`src/rtl/fle_pkg.sv`:
```
// fle_pkg: shared types, config-word sizing and mode-bit offsets for the fracturable logic element
package fle_pkg;
    typedef enum logic [1:0] {IDLE, LOAD, COMMIT, ERR} fle_state_e;
    // Mode bits sit directly above the 2^K-bit truth table; offsets are relative to bit 2^K
    localparam int TT_LSB = 0;
    localparam int FRAC_BIT = 0;
    localparam int FF0_BIT = 1;
    localparam int FF1_BIT = 2;
    function automatic int cfg_w(input int k);
        return (1 << k) + 3;
    endfunction
endpackage

```
`src/rtl/fle_lut_core.sv`:
```
// fle_lut_core: K-input truth-table mux, optionally split into two (K-1)-input LUTs
module fle_lut_core #(
    parameter int K = 6
) (
    input  logic [(1<<K)-1:0] tt,
    input  logic              frac,
    input  logic [K-1:0]      idx,
    output logic [1:0]        o
);
    always_comb begin
        o[0] = frac ? tt[{1'b0, idx[K-2:0]}] : tt[idx];
        o[1] = frac & tt[{1'b1, idx[K-2:0]}];
    end
endmodule

```
`src/rtl/fle_frac_cfg_loader.sv`:
```
// fle_frac_cfg_loader: fracturable LUT element with serial shadow/active config loader
// Optional FLE_CFG_READBACK_EN registers the shadow MSB onto cfg_sout for daisy-chaining/readback.
module fle_frac_cfg_loader
    import fle_pkg::*;
#(
    parameter int K = 6,
    parameter int CFG_W = cfg_w(K),
    parameter int CNT_W = $clog2(CFG_W + 1)
) (
    input  logic         clk,
    input  logic         reset,
    input  logic [K-1:0] fle_in,
    input  logic         fle_ce,
    input  logic         cfg_valid,
    output logic         cfg_ready,
    input  logic         cfg_data,
    input  logic         cfg_last,
    input  logic         cfg_abort,
    output logic         cfg_done,
    output logic         cfg_err,
    output logic [1:0]   fle_out,
    output logic         cfg_sout
);
    localparam int TTW = 1 << K;
    fle_state_e state;
    logic [CFG_W-1:0] shadow, active;
    logic [CNT_W-1:0] cnt;
    logic [1:0] o, q;
    logic beat, at_end;
    assign beat = cfg_valid & cfg_ready;
    assign at_end = cnt == CNT_W'(CFG_W - 1);
    fle_lut_core #(.K(K)) u_core (
        .tt(active[TT_LSB +: TTW]),
        .frac(active[TTW + FRAC_BIT]),
        .idx(fle_in),
        .o(o)
    );
    // IDLE and LOAD share beat handling: cnt is always 0 in IDLE
    always_ff @(posedge clk) begin
        if (reset) begin
            state <= IDLE;
            shadow <= '0;
            active <= '0;
            cnt <= '0;
            cfg_ready <= 1'b1;
            cfg_done <= 1'b0;
            cfg_err <= 1'b0;
        end else begin
            cfg_done <= 1'b0;
            if (cfg_abort) begin
                state <= IDLE;
                cnt <= '0;
                cfg_err <= 1'b0;
                cfg_ready <= 1'b1;
            end else begin
                if (beat) shadow <= {shadow[CFG_W-2:0], cfg_data};
                case (state)
                    IDLE, LOAD: if (beat) begin
                        if (cfg_last && at_end) begin
                            state <= COMMIT;
                            cfg_done <= 1'b1;
                            cfg_ready <= 1'b0;
                        end else if (cfg_last || at_end) begin
                            state <= ERR;
                            cfg_err <= 1'b1;
                            cfg_ready <= 1'b0;
                        end else begin
                            state <= LOAD;
                            cnt <= cnt + 1'b1;
                        end
                    end
                    COMMIT: begin
                        active <= shadow;
                        state <= IDLE;
                        cnt <= '0;
                        cfg_ready <= 1'b1;
                    end
                    default: ;
                endcase
            end
        end
    end
    always_ff @(posedge clk) begin
        if (reset) q <= '0;
        else if (fle_ce) q <= o;
    end
    assign fle_out[0] = active[TTW + FF0_BIT] ? q[0] : o[0];
    assign fle_out[1] = active[TTW + FF1_BIT] ? q[1] : o[1];
`ifdef FLE_CFG_READBACK_EN
    always_ff @(posedge clk) begin
        if (reset) cfg_sout <= 1'b0;
        else if (beat && !cfg_abort) cfg_sout <= shadow[CFG_W-1];
    end
`else
    assign cfg_sout = 1'b0;
`endif
endmodule
```
`config.mk`:
```
export PLATFORM = sky130hd
export DESIGN_NAME = fle_frac_cfg_loader
export DESIGN_NICKNAME = d
export VERILOG_FILES = /design/src/rtl/fle_pkg.sv /design/src/rtl/fle_lut_core.sv /design/src/rtl/fle_frac_cfg_loader.sv
export SDC_FILE = /design/constraint.sdc
export NUM_CORES = 1
export LEC_CHECK = 0
export ABC_AREA = 1
export BUFFER_PORTS_ARGS = -buffer_cell sky130_fd_sc_hd__buf_2
export CORE_MARGIN = 2
export CORE_UTILIZATION = 60
export DETAILED_ROUTE_END_ITERATION = 6
export GPL_ROUTABILITY_DRIVEN = 0
export GPL_TIMING_DRIVEN = 0
export PLACE_DENSITY = 0.76
export RECOVER_POWER = 50
export SYNTH_ARGS = -nofsm -noshare
export SYNTH_HDL_FRONTEND = slang
export SYNTH_SLANG_ARGS = --single-unit
```
`constraint.sdc`:
```
create_clock -name clk -period 4.5 [get_ports clk]
set_input_delay 0 -clock clk [delete_from_list [all_inputs] [get_ports clk]]
set_output_delay 0 -clock clk [all_outputs]
set_load 0.005 [all_outputs]
```
==> reports/results.txt <==
Setup Crit Path Kind - reg2reg
Outcome - completed
Pin count of the biggest net entering global routing - 17
Area of the multi-input gates - 2570 sq um
Vias in the first global route - 5242
Remaining DRCs - 0
Final hold viol count - 0
First-pass GRT wire length - 24010 um
Most frequent cells after synthesis - 148 x dfxtp_1, 147 x nor2_1, 130 x nand2_1
Initial antenna violation count - 0
Largest cells by area after synthesis - dfxtp_1 49%, nor2_1 9.1%, nand2_1 8.1%
CP Capture Type - flop
Final nets - 890
Clk pwr share - 48.8%
Seq/Total Area, Yosys - 49.09%
Vias - 5545
Psw - 0.7088 mW
Routed wire length - 14360 um
Cell Area, Placed - 6277 sq um
Final period utilization - 52.08%
CP startpoint kind - flop
RSZ-0062 raised after global routing - no
Register bit total from synthesis - 148
Final setup fails - 0
Post-cts resize count - 0
Fillers - 806
Total Die Area - 10880 sq um
HP Class - in2reg
Io pins - 19
Post-Syn Area per Cell - 7.281 sq um
Die width - 104.3 um
Initial core utilization - 61.75%
Sequential share of power - 44.1%
FP Rows - 36
Number of CTS-inserted buffers - 17
Clk buf depth - 2
Crit Path Max Fanout - 2
Post-synth top area cell - dfxtp_1
Worst-skew pair later-pin latency - 0.53 ns
Ys async rst share - 0%
Share of layout cells above drive strength 1 - 8.126%
Post-Syn Area - 6036 sq um
Switching share of total power - 22.39%
Setup Fix Bufs, Post-CTS - 0
Max-Cap Viols - 0
Htree depth - 4
Post-route cell area - 7005 sq um
Vias per inst - 5.442
Worst slew pin tran - 0.6176 ns
Leak - 2.876 nW
YS warnings - 0
IO Port Bufs - 15
Setup ws final - 2.156 ns
F_max - 426.7 MHz
Critical path arrival - 2.77 ns
Most frequent cell after synthesis - dfxtp_1
Synth unique cells - 27
Root buf cell - clkbuf_8
Post-synthesis cell count - 829
Post-synth EDFFs - 0
Peak supply drop - 248.5 uV
Die H - 104.3 um
Register area - 2963 sq um
Clk slew on worst S/H paths - 0.06 ns
Worst Path Required - 4.93 ns
Rel. slew slack - 58.83%
Top FF cell, synth - dfxtp_1
Final ANT Viol Nets - 0
Finished Layout Cells - 1019
DP HPWL - 9484 um
Yosys top cell area share - 49.09%
CORE AREA - 9774 sq um
Power density over the cells - 451.9 nW/um^2
TNS Setup - 0 ns
Layout area overhead - 16.07%
Antenna diodes - 0
Logic pwr share - 7.1%
TritonCTS clock tree - yes
DR pass1 iterations - 5
Internal power - 2.457 mW
Grt ovf - 0
Worst slack, placed - 2.821 ns
Iter 0 DRT Violations - 349
Setup Skew - 0.005698 ns
Average wire per standard cell - 14.09 um
Clock Sink Count - 148
Placed cells - 977
Synth Net Count - 844
GRT Overall Usage - 27.12%
Crit path time final - 2.344 ns
Final Max Slew Viols - 0
Hold Buf Count CTS - 12
-- final timing paths --
kind	end	from	slack, ns	cells after the start
setup / recovery	q[0]	active[10]	2.16	12
hold / removal	active[40]	reset	0.02	3
setup reg to reg	q[0]	active[10]	2.16	12
hold reg to reg	active[6]	active[6]	0.45	2
-- flip-flops by register name (all words and copies together) (netlist names) --
signal and flops:
active 67, cfg_done 1, cfg_err 1, cfg_ready 1, cnt 7, q 2
shadow 67, state 2
-- stage by stage --
| stage | total power, mW | hold WS (ns) | utilization (%) |
|---|---|---|---|
| detailed placement | 1.634 | 0.2433 | 64.22 |
| CTS | 3.167 | 0.02114 | 72.00 |
| finish | 3.165 | 0.02144 | 71.67 |
| global route | 3.270 | 0.06424 | 71.67 |
| global placement | 1.625 | 0.2358 | 64.22 |
| floorplan | 1.568 | 0.09414 | - |
-- logic make-up after synthesis --
| kind of cell | count (synthesis) | share of synthesized area (%) |
|---|---|---|
| simple gates | 386 | 27.03 |
| fa+ha+maj | 2 | 0.4145 |
| other cells | 1 | 0.06213 |
| flops | 148 | 49.09 |
| buf+inv | 109 | 7.877 |
| xor+xnor | 1 | 0.1451 |
| compound gates | 182 | 15.38 |
-- routing by layer --
metal / vias to the layer above / GRT usage, % / share of wire [%]
li1: 2794 / - / -
met4: 0 / 11.87 / 2.4
met5: - / 0 / 0
met2: 139 / 45.52 / 48
met3: 31 / 5.514 / 5.0
met1: 2581 / 33.69 / 44
-- cell usage in the layout, fill, tap and decap left out --
master / Yosys / routed
nand2_1: 130 / 132
clkinv_2: 0 / 2
clkbuf_8: 0 / 2
clkbuf_1: 32 / 38
o211ai_1: 6 / 6
inv_2: 3 / 3
conb_1: 1 / 1
a211oi_1: 1 / 1
dfxtp_1: 148 / 148
bufinv_16: 0 / 6
nor2_1: 147 / 150
and3_1: 1 / 1
o21ai_0: 94 / 95
buf_4: 2 / 2
xor2_1: 1 / 1
nor3_1: 2 / 2
buf_1: 1 / 1
clkbuf_16: 0 / 16
nand4_1: 1 / 1
o21ai_1: 7 / 6
clkinvlp_4: 0 / 2
dlygate4sd3_1: 0 / 12
buf_6: 5 / 5
nand3_2: 6 / 4
nor2_2: 4 / 1
nand3_1: 92 / 94
or2_2: 1 / 1
inv_1: 49 / 49
a21oi_1: 74 / 74
ha_1: 2 / 2
buf_2: 17 / 28
-- power groups by stage --
stage,Sequential [mW],Clock (mW),Combinational (mW)
floorplan,1.41,0,0.156
global route,1.40,1.62,0.253
CTS,1.39,1.55,0.223
detailed placement,1.42,0,0.212
finish,1.40,1.55,0.224
global placement,1.42,0,0.204
-- area by class of cell --
class	count	share of cell area [%]
Sequential cell	148	42.29
Multi-Input combinational cell	572	36.69
Clock buffer	20	6.215
Buffer	57	3.947
Clock inverter	10	2.929
Inverter	52	2.786
Timing Repair Buffer	27	2.768
Tap cell	133	2.375
-- worst max-delay path, stage by stage, from the launching register on --
cell,delay (ns)
dfxtp_1,0.30
inv_1,0.07
nand2_1,0.05
nand3_1,0.09
nand3_1,0.09
nand3_1,0.11
nand3_1,0.09
nand3_1,0.11
dlygate4sd3_1,0.56
nand3_1,0.08
dlygate4sd3_1,0.57
nand2_1,0.08
inv_1,0.04
Note: power is estimated with default switching activity, not from simulation.
